### config.mk
export PLATFORM = sky130hd
export DESIGN_NAME = vga_sync_generator
export DESIGN_NICKNAME = d
export VERILOG_FILES = /design/src/rtl/vga_sync_generator.sv
export SDC_FILE = /design/constraint.sdc
export NUM_CORES = 1
export LEC_CHECK = 0
export CAP_MARGIN = 20
export CORE_AREA = 5 5 115 117
export CTS_BUF_LIST = sky130_fd_sc_hd__clkbuf_4 sky130_fd_sc_hd__clkbuf_8 sky130_fd_sc_hd__clkbuf_16
export DETAILED_ROUTE_END_ITERATION = 10
export DIE_AREA = 0 0 120 122
export DONT_BUFFER_PORTS = 1
export HOLD_SLACK_MARGIN = 0.06
export SKIP_LAST_GASP = 1
export SLEW_MARGIN = 0
export SYNTH_ARGS = -nofsm -noshare
export SYNTH_HDL_FRONTEND = slang
export SYNTH_SLANG_ARGS = --single-unit
### constraint.sdc
create_clock -name i_clk -period 2.93 [get_ports i_clk]
set_input_delay 0.293 -clock i_clk [delete_from_list [all_inputs] [get_ports i_clk]]
set_output_delay 0.293 -clock i_clk [all_outputs]
set_load 0.01 [all_outputs]
### src/rtl/vga_sync_generator.sv
// ---------------------------------------------------------------------------
// vga_sync_generator
//   Raster timing source for the VGA display path. Divides the board clock down
//   to the pixel rate and scans an H_TOTAL x V_TOTAL frame (640x480@60 default).
//
//   Optional feature macro: VGA_RGB_BLANK_EN
//     defined   -> adds 1-bit colour inputs i_r_in/i_g_in/i_b_in and blanked
//                  colour outputs o_vga_r/o_vga_g/o_vga_b. Colour and sync reach
//                  the connector one pixel after the position outputs, so they
//                  stay aligned with each other.
//     undefined -> no colour ports, no delay stage.
//
// Ports
//   i_clk             board clock
//   i_reset_n         asynchronous active-low reset
//   o_pixel_tick      1-clk pulse every CLK_DIV clks; the outputs below change
//                     only on the edge that raises it
//   o_column, o_row   position of the pixel being presented
//   o_display_enable  pixel is inside the visible area
//   o_hsync, o_vsync  sync outputs, SYNC_ACTIVE while asserted
//   o_frame_start     1-clk pulse with the tick that presents (0,0)
//
// Porch and sync widths must each be >= 1; all sums must fit in 16 bits.
// ---------------------------------------------------------------------------
module vga_sync_generator #(
    parameter int   CLK_DIV     = 2,
    parameter int   H_ACTIVE    = 640,
    parameter int   H_FP        = 16,
    parameter int   H_SYNC      = 96,
    parameter int   H_BP        = 48,
    parameter int   V_ACTIVE    = 480,
    parameter int   V_FP        = 10,
    parameter int   V_SYNC      = 2,
    parameter int   V_BP        = 33,
    parameter logic SYNC_ACTIVE = 1'b0
) (
    input  logic        i_clk,
    input  logic        i_reset_n,
`ifdef VGA_RGB_BLANK_EN
    input  logic        i_r_in,
    input  logic        i_g_in,
    input  logic        i_b_in,
    output logic        o_vga_r,
    output logic        o_vga_g,
    output logic        o_vga_b,
`endif
    output logic        o_pixel_tick,
    output logic [15:0] o_column,
    output logic [15:0] o_row,
    output logic        o_display_enable,
    output logic        o_hsync,
    output logic        o_vsync,
    output logic        o_frame_start
);

    // Last position of each phase; an FSM leaves a phase when the counter it
    // shadows steps past that phase's last position.
    localparam logic [15:0] H_ACT_LAST  = 16'(H_ACTIVE - 1);
    localparam logic [15:0] H_FP_LAST   = 16'(H_ACTIVE + H_FP - 1);
    localparam logic [15:0] H_SYNC_LAST = 16'(H_ACTIVE + H_FP + H_SYNC - 1);
    localparam logic [15:0] H_LAST      = 16'(H_ACTIVE + H_FP + H_SYNC + H_BP - 1);
    localparam logic [15:0] V_ACT_LAST  = 16'(V_ACTIVE - 1);
    localparam logic [15:0] V_FP_LAST   = 16'(V_ACTIVE + V_FP - 1);
    localparam logic [15:0] V_SYNC_LAST = 16'(V_ACTIVE + V_FP + V_SYNC - 1);
    localparam logic [15:0] V_LAST      = 16'(V_ACTIVE + V_FP + V_SYNC + V_BP - 1);

    localparam int DIV_W = (CLK_DIV > 1) ? $clog2(CLK_DIV) : 1;

    typedef enum logic [1:0] {
        ST_ACTIVE,
        ST_FRONT,
        ST_SYNC,
        ST_BACK
    } phase_t;

    logic [DIV_W-1:0] r_div;
    // r_h/r_v and the FSM states describe the NEXT pixel to present, so the
    // first tick after reset presents (0,0) without any special case.
    logic [15:0]      r_h;
    logic [15:0]      r_v;
    phase_t           r_hst;
    phase_t           r_vst;
    logic             r_hs;
    logic             r_vs;
    logic             w_tick;

    assign w_tick = (r_div == DIV_W'(CLK_DIV - 1));

    always_ff @(posedge i_clk or negedge i_reset_n) begin
        if (!i_reset_n) begin
            r_div            <= '0;
            r_h              <= '0;
            r_v              <= '0;
            r_hst            <= ST_ACTIVE;
            r_vst            <= ST_ACTIVE;
            r_hs             <= ~SYNC_ACTIVE;
            r_vs             <= ~SYNC_ACTIVE;
            o_pixel_tick     <= 1'b0;
            o_column         <= '0;
            o_row            <= '0;
            o_display_enable <= 1'b0;
            o_frame_start    <= 1'b0;
`ifdef VGA_RGB_BLANK_EN
            o_vga_r          <= 1'b0;
            o_vga_g          <= 1'b0;
            o_vga_b          <= 1'b0;
            o_hsync          <= ~SYNC_ACTIVE;
            o_vsync          <= ~SYNC_ACTIVE;
`endif
        end else begin
            o_pixel_tick  <= w_tick;
            o_frame_start <= 1'b0;
            r_div         <= w_tick ? '0 : r_div + DIV_W'(1);

            if (w_tick) begin
`ifdef VGA_RGB_BLANK_EN
                // Colour of the pixel currently on the outputs, blanked by
                // its own enable, goes out together with its own sync levels.
                o_vga_r <= i_r_in & o_display_enable;
                o_vga_g <= i_g_in & o_display_enable;
                o_vga_b <= i_b_in & o_display_enable;
                o_hsync <= r_hs;
                o_vsync <= r_vs;
`endif
                o_column         <= r_h;
                o_row            <= r_v;
                o_display_enable <= (r_hst == ST_ACTIVE) && (r_vst == ST_ACTIVE);
                r_hs             <= (r_hst == ST_SYNC) ? SYNC_ACTIVE : ~SYNC_ACTIVE;
                r_vs             <= (r_vst == ST_SYNC) ? SYNC_ACTIVE : ~SYNC_ACTIVE;
                o_frame_start    <= (r_h == '0) && (r_v == '0);

                if (r_h == H_LAST) begin
                    r_h   <= '0;
                    r_hst <= ST_ACTIVE;
                    if (r_v == V_LAST) begin
                        r_v   <= '0;
                        r_vst <= ST_ACTIVE;
                    end else begin
                        r_v <= r_v + 16'd1;
                        case (r_vst)
                            ST_ACTIVE: if (r_v == V_ACT_LAST)  r_vst <= ST_FRONT;
                            ST_FRONT:  if (r_v == V_FP_LAST)   r_vst <= ST_SYNC;
                            ST_SYNC:   if (r_v == V_SYNC_LAST) r_vst <= ST_BACK;
                            default:   ;
                        endcase
                    end
                end else begin
                    r_h <= r_h + 16'd1;
                    case (r_hst)
                        ST_ACTIVE: if (r_h == H_ACT_LAST)  r_hst <= ST_FRONT;
                        ST_FRONT:  if (r_h == H_FP_LAST)   r_hst <= ST_SYNC;
                        ST_SYNC:   if (r_h == H_SYNC_LAST) r_hst <= ST_BACK;
                        default:   ;
                    endcase
                end
            end
        end
    end

`ifndef VGA_RGB_BLANK_EN
    assign o_hsync = r_hs;
    assign o_vsync = r_vs;
`endif

endmodule

==> out/metrics.yaml <==
status: "completed"
ir_worst_vdd_mv: 0.251
wire_per_inst_um: 16.3
seq_area_sq_um: 1860
grt_pass1_vias: 2454
n_fill_cell: 1213
finalCritPeriodShare_pct: 73.4
max_stage_delay_ns: 0.49
power.density_nw_per_um2: 536
rows: 41
yosys_warnings: 0
initial_core_util_pct: 28.8
maxCapViolations: 0
syn_to_final_growth_pct: 12.9
dpl_cell_area_sq_um: 3660
rsz0062_at_grt: "false"
stdcell_count: 475
cts_sinks: 74
syn_area_per_cell_sq_um: 11.1
worst_pin_slew_ns: 0.630
antenna_left: 0
die_w_um: 120
synth_edf_count: 0
critPathKind: "reg -> reg"
period_minus_slack_ns: 2.15
yosysMostFrequentCell: "dfrtp_1"
worstSetupEndpointType: "flop"
final_area_sq_um: 4000
synth_top_area_share_pct: 50.9
synthArstFlopShare_pct: 100
fp.dieArea_sq_um: 14600
cts.path.max_buffers: 2
multi_input_area_sq_um: 1540
drc: 0
r2r_cells: 6
ys.flop_type: "dfrtp_1"
die_y_um: 122
vias: 2377
diodes: 0
hold_path.class: "reg -> reg"
core-area_sq_um: 12300
yosysTopAreaCell: "dfrtp_1"
slew_headroom_pct: 57.6
cts_root_buffer: "clkbuf_16"
hold_depth: 1
cts_inserted_buffers: 9
wl_um: 7730
required_ns: 3.19
synth_commonest_cells: "dfrtp_1, mux2_2, nand2_1, o21ai_0, inv_1"
syn_nets: 332
ctsHtreeMaxLevel: 3
worst_ep_arrival_time_ns: 2.42
path_cells: "ha_1, nor2b_1, or4_1, a2111o_1, or3_1, o211ai_2"
first_pass_iters: 4
synthDistinctLibCells: 49
max_clock_freq_mhz: 465
setup_viol: 0
crit_fanout: 8
ys_seq_area_share_pct: 52.4
grt_max_degree: 75
netlist_instances: 319
synth_area_leaders: "dfrtp_1, mux2_2, ha_1, nand2_1, o21ai_0"
finalMaxSlewViolations: 0
clock_skew_ns: 0.00911
clock_latency_ns: 0.35
grt_antenna_before_repair: 0
portBuffers: 0
grt_pass1_wl_um: 13100
grt_usage_pct: 11.3
gp_congestion: 0.825
drt_iter0_markers: 154
p_total_mw: 2.14
start_kind: "flop"
syn_area_sq_um: 3540
viasPerCell: 5.00
cts_tree: "built"
ios: 39
ys_seq_elements: 74
p_leak_nw: 1.78
dpl.hpwl_um: 5210
final-hold-violation-count: 0
hold_ws_ns: 0.512
drive_gt1_share_pct: 18.5
grt_overflow_total: 0
place_inst: 457
clk_pin_slew_ns: 0.06
postCtsSetupBuffers: 0
fin_tns_setup_ns: 0
nets: 333
crit_slowest_cell: "dfrtp_1"
-- worst max-delay path, delay by kind of cell, from the launching register on --
| kind | cells | cell delay [ns] |
|---|---|---|
| simple gates | 3 | 0.81 |
| compound gates | 2 | 0.42 |
| flops | 1 | 0.49 |
| fa+ha+maj | 1 | 0.35 |
-- per-layer routing --
metal,vias to the layer above,GRT usage (%),wire length (um)
met5,-,0,0
li1,1129,-,-
met3,15,3.67,484
met2,49,16.0,3310
met4,0,4.58,163
met1,1184,16.0,3770
-- flip-flops by register name, indices dropped and copies added, names as in the netlist --
signal	flops
o_pixel_tick	1
r_vst	2
r_hst	2
o_display_enable	1
r_div	1
o_frame_start	1
o_vsync	1
o_column	16
o_hsync	1
r_h	16
r_v	16
o_row	16
-- metrics by stage --
step	setup slack, ns	utilization, %
finish	0.778	32.6
global route	0.558	32.6
CTS	0.797	32.6
detailed placement	0.796	29.9
global placement	0.829	29.9
floorplan	0.980	-
-- where the power goes --
| part | total [mW] | switching (mW) | internal, mW |
|---|---|---|---|
| clock network | 1.10 | 0.494 | 0.602 |
| logic | 0.0248 | 0.0201 | 0.00471 |
| registers | 1.02 | 0 | 1.02 |
-- cell type report --
class / instances / area share [%]
Timing Repair Buffer: 5 / 1.50
Clock buffer: 9 / 5.64
Inverter: 16 / 1.50
Sequential cell: 74 / 46.4
Multi-Input combinational cell: 214 / 38.5
Clock inverter: 7 / 1.72
Tap cell: 150 / 4.70
-- logic make-up after synthesis --
logic type / Yosys count / share of synthesized area [%]
adder cells (fa/ha/maj): 11 / 3.89
flip-flops: 74 / 52.4
multiplexers: 35 / 11.0
buffers and inverters: 31 / 4.10
AND/OR/NAND/NOR: 105 / 16.1
AO/OA/AOI/OAI: 46 / 8.28
XOR/XNOR: 17 / 4.21
-- timing repair --
action                                 4_1_cts  5_1_grt
hold buffers                                 2        0
endpoints found under the hold margin       74        0
resized for setup                            0        0
-- cells in the final DEF (no fill, tap or decap), drive strengths merged, types with 6 or more instances in the layout --
master / n
nor3: 7
nand3: 16
nand2: 26
dfrtp: 72
xor2: 7
nor2: 15
xnor2: 10
o31ai: 6
and3: 7
mux2: 32
ha: 11
clkbuf: 9
o21ai: 19
inv: 22
-- final timing paths --
kind	from	endpoint	slack, ns
min in group asynchronous	i_reset_n	o_row[5]	0.55
worst min-delay path	r_v[11]	r_v[11]	0.51
max in group asynchronous	i_reset_n	o_hsync	2.06
worst max register to register	r_v[0]	r_vst[0]	0.78
worst max-delay path	r_v[0]	r_vst[0]	0.78
worst min register to register	r_v[11]	r_v[11]	0.51
(Power assumes the default switching activity.)
